`config.mk`:
```
export PLATFORM = sky130hd
export DESIGN_NAME = wb_port_arbiter
export DESIGN_NICKNAME = d
export VERILOG_FILES = /design/src/rtl/wb_port_arbiter.sv
export SDC_FILE = /design/constraint.sdc
export NUM_CORES = 1
export LEC_CHECK = 0
export BUFFER_PORTS_ARGS = -buffer_cell sky130_fd_sc_hd__buf_2
export CAP_MARGIN = 20
export CORE_ASPECT_RATIO = 0.6
export CORE_MARGIN = 5
export CORE_UTILIZATION = 45
export DETAILED_ROUTE_END_ITERATION = 10
export GPL_TIMING_DRIVEN = 0
export PLACE_DENSITY = 0.8
export SYNTH_ARGS = -nofsm -noshare
export SYNTH_HDL_FRONTEND = slang
export SYNTH_SLANG_ARGS = --single-unit
```
`constraint.sdc`:
```
create_clock -name clk -period 1.3 [get_ports clk]
set_input_delay 0 -clock clk [delete_from_list [all_inputs] [get_ports clk]]
set_output_delay 0 -clock clk [all_outputs]
set_load 0.05 [all_outputs]
```
`src/rtl/wb_port_arbiter.sv`:
```
// wb_port_arbiter: shares the GPR/FPR write port between pipeline writeback and the long-latency unit.
// Define WB_STARVE_EN to add the starvation counter and one-cycle FORCE grant for the long-latency unit.
module wb_port_arbiter #(
    parameter int unsigned STARVE_LIMIT = 4
) (
    input  logic        clk,
    input  logic        reset,
    input  logic        pipe_we,
    input  logic        pipe_fp,
    input  logic [0:4]  pipe_rw,
    input  logic [0:31] pipe_data,
    input  logic        lu_valid,
    input  logic        lu_fp,
    input  logic [0:4]  lu_rw,
    input  logic [0:31] lu_data,
    output logic        lu_ready,
    output logic        stall_pipe,
    output logic        reg_we,
    output logic        freg_we,
    output logic [0:4]  Rw,
    output logic [0:31] BUS_W,
    output logic [0:31] FBUS_W
);
    logic        force_grant;
    logic        pipe_win;
    logic        win;
    logic        win_fp;
    logic [0:4]  win_rw;
    logic [0:31] win_data;
`ifdef WB_STARVE_EN
    typedef enum logic {PIPE, FORCE} state_t;
    state_t     state, state_next;
    logic [3:0] wait_cnt, wait_cnt_next;
    logic       blocked;
    assign force_grant = (state == FORCE);
    assign blocked     = lu_valid && !lu_ready;
    always_ff @(posedge clk or negedge reset) begin
        if (!reset) begin
            state    <= PIPE;
            wait_cnt <= '0;
        end else begin
            state    <= state_next;
            wait_cnt <= wait_cnt_next;
        end
    end
    // FORCE lasts one cycle and always falls back to PIPE with a cleared counter
    always_comb begin
        state_next    = PIPE;
        wait_cnt_next = '0;
        if (state == PIPE && blocked) begin
            wait_cnt_next = wait_cnt + 4'd1;
            state_next    = (wait_cnt == 4'(STARVE_LIMIT - 1)) ? FORCE : PIPE;
        end
    end
`else
    logic unused_limit;
    assign force_grant  = 1'b0;
    assign unused_limit = ^STARVE_LIMIT;
`endif
    assign stall_pipe = force_grant;
    assign lu_ready   = reset && (force_grant || !pipe_we);
    assign pipe_win   = pipe_we && !force_grant;
    assign win        = pipe_win || (lu_valid && lu_ready);
    assign win_fp     = pipe_win ? pipe_fp : lu_fp;
    assign win_rw     = pipe_win ? pipe_rw : lu_rw;
    assign win_data   = pipe_win ? pipe_data : lu_data;
    // r0 writes are dropped but Rw still tracks the winner; the unused data bus holds
    always_ff @(posedge clk or negedge reset) begin
        if (!reset) begin
            reg_we  <= 1'b0;
            freg_we <= 1'b0;
            Rw      <= '0;
            BUS_W   <= '0;
            FBUS_W  <= '0;
        end else begin
            reg_we  <= win && !win_fp && (win_rw != 5'd0);
            freg_we <= win && win_fp;
            if (win) Rw <= win_rw;
            if (win && !win_fp) BUS_W <= win_data;
            if (win && win_fp) FBUS_W <= win_data;
        end
    end
endmodule
```
==> impl_metrics.toml, run 1 <==
[clock_tree]
cts_tree = "built"
cts_sinks = 71
cts_made_buffers = 9
cts_root_buf = "clkbuf_16"
cts.path.max_buffers = 2
clk_latency_ps = 320
cts.clk_slew.worst_paths_ps = 60
htreeDepth = 3

[pwr]
swShare_pct = 38.2
clkPwrFrac_pct = 30.5
comb_power_share_pct = 34.3
p_switching_w = 0.00303
internal_power_w = 0.00490
power_frac_seq_pct = 35.2
ir_drop_mv = 0.898
power_leakage_nw = 2.18
p_per_area_nw_per_um2 = 1770

[cells_and_area]
finalNonFillerCells = 474
final_area_um2 = 4490
syn2layout_area_growth_pct = 42.7
final_nets = 461
drive_above_1_share_pct = 71.0

[worst_setup_path]
cp-end-kind = "flop"
path_max_fanout = 2
critPathSlowestCell = "dlygate4sd3_1"
r2r-start = "BUS_W[9]"
arrival_ps = 1460
critical_path.max_stage_delay_ps = 570
path_buf_inv = 1
critical_path.top_delay_family = "buffers and inverters"
critPathLaunch = "lu_rw[4]"
path_class = "in -> reg"
cp-start-kind = "input port"
path_cells = "dlygate4sd3_1 > or4_1 > o311a_1"
crit_required_ps = 1500

[synthesis]
synth_edf_count = 0
synth.largest_area_cell = "dfrtp_1"
syn-num-nets = 287
yosysSeqAreaShare_pct = 56.5
synthMuxAreaShare_pct = 35.7
synth_compound_area_share_pct = 2.15
synth_common_cells = "92 x mux2_2, 71 x dfrtp_1, 5 x nand2_1"
synth_fa_ha_area_share_pct = 0
synth_cells = 207
async_reset_ff_share_pct = 100
synth_seq_cells = 71
yosysMostFrequentCell = "mux2_2"
synth_top_area_share_pct = 56.5
synth_top_family_by_area = "multiplexers"
synth_simple_gate_area_share_pct = 2.47
synth_xor_xnor_area_share_pct = 0
yosysUniqueCellTypes = 24
yosys-top-cells-area = "dfrtp_1 57%, mux2_2 33%, buf_6 1.4%"
synthFlopType = "dfrtp_1"
synth_area_um2 = 3140
synth-warning-count = 0
postSynthAreaPerCell_um2 = 15.2

[die]
row_count = 23
die_x_um = 118
core_um2 = 6730
io_pins = 153
die_y_um = 74.8
dieArea_um2 = 8810
start_util_pct = 46.7

[global_routing]
grt_max_degree = 38
grt_antenna_before_repair = 0
grt_pass1_vias = 2612
grt.overflow.total = 0
grt_usage_pct = 18.7
grt_pass1_wl_mm = 13.0

[worst_hold_path]
min_from = "lu_rw[0]"
hp-class = "in -> reg"

[place]
place_area_um2 = 4010
dp.cells = 445
hpwlAfterDp_mm = 5.89
globalplace.congestion = 0.751
io_buffer_count = 151

[routing]
firstDrtPassIters = 4
routedWlPerCell_um = 17.2
route.detailed.drc = 0
ant_nets = 0
vias = 2351
routed_wl_mm = 8.15
via_per_inst = 4.96
drt_iter0_drc = 87

[run]
maxCapViolCount = 0

[status]
status = "finished, final reports clean"

[sta]
finalCriticalPeriod_ps = 1260
setup_viol = 0
finalHoldViolCount = 0
skew_ps = 0
rsz0062_at_grt = "no"
finalCritPeriodShare_pct = 97.3
report.final.slew_viol_count = 0
max_freq_mhz = 791
fin_tns_setup_ps = 0
[placed cells by master, fill, tap and decap left out, drive strengths merged]
cell type    Yosys  layout
nand2b           1       1
o311a            1       1
dfrtp           71      71
nor2b            2       2
mux2            96      96
mux2i            4       4
a211oi           1       1
nand2            6       6
diode            0       1
and4b            1       1
o21ai            4       4
conb             1       1
dlygate4sd3      0      10
nor4             1       1
bufbuf           0       1
o31ai            1       1
inv              1       3
or4              1       1
buf             11     163
bufinv           0       1
a21oi            1       1
clkinv           0       1
clkinvlp         0       2
nor2             1       1
and3             1       1
clkbuf           1      11
[stage by stage]
step           setup WS [ps]  util (%)  power, W  hold WS [ps]
3_5_place_dp            -996      59.6   0.00552           194
6_report                35.0      66.6   0.00793          19.0
4_1_cts                 36.6      66.6   0.00801          7.03
2_1_floorplan            103         -   0.00477          -296
3_3_place_gp           -1570      59.5   0.00546           230
5_1_grt                 19.2      66.6   0.00825          35.6
[layout make-up]
| class | count | area (µm²) |
|---|---|---|
| Antenna cell | 1 | 2.50 |
| Fill cell | 513 | 2250 |
| Inverter | 1 | 3.75 |
| Multi-Input combinational cell | 123 | 1270 |
| Clock buffer | 10 | 229 |
| Timing Repair Buffer | 163 | 933 |
| Sequential cell | 71 | 1780 |
| Tap cell | 87 | 109 |
| Buffer | 12 | 93.8 |
| Clock inverter | 6 | 67.6 |
[sequential cells by signal, summed over array words and instances (netlist names)]
signal,flops
Rw,5
reg_we,1
FBUS_W,32
freg_we,1
BUS_W,32
[worst paths after layout]
| kind | to | slack, ps | cells past startpoint |
|---|---|---|---|
| worst min-delay path | Rw[0] | 20 | 3 |
| worst max register to register | BUS_W[9] | 510 | 1 |
| max in group asynchronous | FBUS_W[10] | 860 | 2 |
| worst min register to register | FBUS_W[11] | 500 | 1 |
| min in group asynchronous | BUS_W[0] | 240 | 3 |
| worst max-delay path | reg_we | 40 | 3 |
[layer usage]
metal / up-vias / part of all wire, % / GRT usage, % / wire length (µm)
li1: 1099 / - / - / -
met3: 10 / 9.4 / 7.13 / 768
met5: - / 0 / 0 / 0
met4: 0 / 0.91 / 5.47 / 74
met1: 1133 / 41 / 23.0 / 3370
met2: 109 / 48 / 31.7 / 3940
[logic make-up after synthesis]
kind of cell,count (synthesis)
multiplexers,100
flip-flops,71
AND/OR/NAND/NOR,14
buffers and inverters,13
AO/OA/AOI/OAI,8
other,1
[power groups by stage]
stage / sequential, W / combinational (W) / clock (W)
after CTS: 0.00280 / 0.00275 / 0.00247
after floorplan: 0.00419 / 0.000579 / 0
after global placement: 0.00281 / 0.00265 / 0
after global routing: 0.00284 / 0.00286 / 0.00255
after detailed placement: 0.00283 / 0.00269 / 0
final: 0.00279 / 0.00272 / 0.00242
[timing repair]
action / CTS / global route
setup endpoints to repair: 62 / 1
resized for setup: 4 / 0
pin swaps: 1 / 1
hold buffers: 11 / 0
gates cloned: 1 / 0
endpoints found under the hold margin: 77 / 0
setup buffers: 1 / 0
Power figures use the tool's default switching activity.
==> run 2, diff against run 1 <==
- CORE_UTILIZATION: 45 -> 50
- PLACE_DENSITY: 0.8 -> 0.88
==> run 2 against run 1 <==
  * Core utilization is 5.4 points higher
  * Maximum frequency is 1.6% lower
  * Clock skew stayed put
  * Wire length is 1.4% higher
  * First-iteration DRC count is 16% lower
  * Clock power is 26% lower
  * Sequential power hardly changed
  * Critical endpoint unchanged
  * Largest power group unchanged
  * Register-to-register slack hardly changed
  * Final area is 1.8% lower
  * Highest routed layer unchanged
  * Critical path depth is 1 higher
  * Critical path type unchanged
  * Via count is 0.64% lower
==> impl_metrics.toml, run 2 (synthesis gave the netlist of run 1 again) <==
[cells_and_area]
reg.largest.list = "BUS_W (32), FBUS_W (32), Rw (5)"
seq_area_um2 = 1780
finalNonFillerCells = 473
layout_common_cells = "153 x buf_2, 92 x mux2_2, 71 x dfrtp_1, 11 x clkbuf_8, 10 x dlygate4sd3_1"
final_nets = 464
layout_commonest_cell = "buf_2"
utilization_pct = 72.1
fillers = 441
multi_input_area_um2 = 1270
diodes = 0
syn2layout_area_growth_pct = 40.0
drive_above_1_share_pct = 71.2

[sta]
rsz0062_at_grt = "no"
finalCriticalPeriod_ps = 1290
setup_viol = 0
finalHoldViolCount = 0
max_freq_mhz = 778
holdWs_ps = 33.5
report.final.slew_viol_count = 0
finalCritPeriodShare_pct = 98.9
skew_ps = 0

[clock_tree]
cts.clk_slew.worst_paths_ps = 70
cts_made_buffers = 9
htreeDepth = 3
cts.path.max_buffers = 2
clk_latency_ps = 330
cts_root_buf = "clkbuf_8"
cts_tree = "built"
cts_sinks = 71

[die]
die_x_um = 112
dieArea_um2 = 8030
start_util_pct = 51.5
die_y_um = 71.4
core_um2 = 6110
row_count = 22
io_pins = 153

[worst_setup_path]
path_max_fanout = 2
crit_required_ps = 1510
arrival_ps = 1490
cp-end-kind = "flop"
path_class = "in -> reg"
r2r-end = "BUS_W[10]"
r2r-start = "BUS_W[10]"
r2r_setup_slack_ps = 500
cp-start-kind = "input port"
reg2reg_depth = 1

[pwr]
ir_drop_mv = 0.881
power_leakage_nw = 2.16
p_per_area_nw_per_um2 = 1660

[global_routing]
grt_pass1_wl_mm = 12.9
grt_pass1_vias = 2534
grt_max_degree = 76
grt_usage_pct = 20.6
grt.overflow.total = 0
grt_antenna_before_repair = 0

[routing]
via_per_inst = 4.94
ant_nets = 0
drt_iter0_drc = 73
routed_wl_mm = 8.27
vias = 2336
routedWlPerCell_um = 17.5
route.detailed.drc = 0
firstDrtPassIters = 4

[worst_hold_path]
whs_path_depth = 3
hp-class = "in -> reg"
worstHoldEndpoint = "Rw[0]"
min_from = "lu_rw[0]"

[place]
globalplace.congestion = 0.838
dp.cells = 442
io_buffer_count = 151
hpwlAfterDp_mm = 6.02

[run]
maxCapViolCount = 0

[status]
status = "finished, final reports clean"
run 2: area by class of cell:
class / instances / area share [%]
inverter: 1 / 0.0853
sequential: 71 / 40.4
clock buffer: 12 / 3.52
tap: 84 / 2.39
clock inverter: 4 / 1.19
buffer: 12 / 2.13
timing repair buffer: 166 / 21.5
multi-input combinational: 123 / 28.8
run 2: worst max path at each step:
stage,start,end,slack [ps],depth (start not counted)
floorplan,pipe_we,lu_ready,100,4
finish,lu_rw[4],reg_we,10,4
global placement,reset,BUS_W[7],-1570,5
global route,lu_rw[4],reg_we,20,4
detailed placement,reset,BUS_W[18],-1030,5
CTS,reset,BUS_W[18],20,6
run 2: worst max-delay path: stages:
cell	delay, ps
dlygate4sd3_1	540
buf_2	130
or4_1	520
o311a_1	300
run 2: per-layer routing:
layer	vias to the layer above	wire (µm)	track usage (%)	part of all wire (%)
li1	1094	-	-	-
met3	12	841	8.61	10
met1	1122	3330	24.1	40
met5	-	0	0	0
met2	108	3980	35.0	48
met4	0	124	6.00	1.5
run 2: metrics by stage:
step                instance area [µm²]  setup WS (ps)  total power (W)  TNS [ps]
finish                             4400           14.3          0.00732         0
CTS                                4340           15.2          0.00737         0
detailed placement                 4010          -1030          0.00553    -49680
global route                       4400           16.9          0.00766         0
floorplan                          3140            103          0.00477         0
global placement                   4010          -1570          0.00545    -98270
run 2: power by group:
group | leakage (nW) | internal, W | total, W | switching (W)
sequential | 0.836 | 0.00259 | 0.00279 | 0.000195
clock | 0.107 | 0.00100 | 0.00180 | 0.000798
combinational | 1.21 | 0.000811 | 0.00274 | 0.00193
run 2: what timing repair did:
| action | 4_1_cts | 5_1_grt |
|---|---|---|
| buffers inserted | 3 | 0 |
| cloned | 0 | 1 |
| endpoints found under the hold margin | 77 | 71 |
| endpoints found under the setup margin | 62 | 30 |
| resized for setup | 4 | 0 |
| pin swaps | 1 | 0 |
| hold buffers | 8 | 3 |
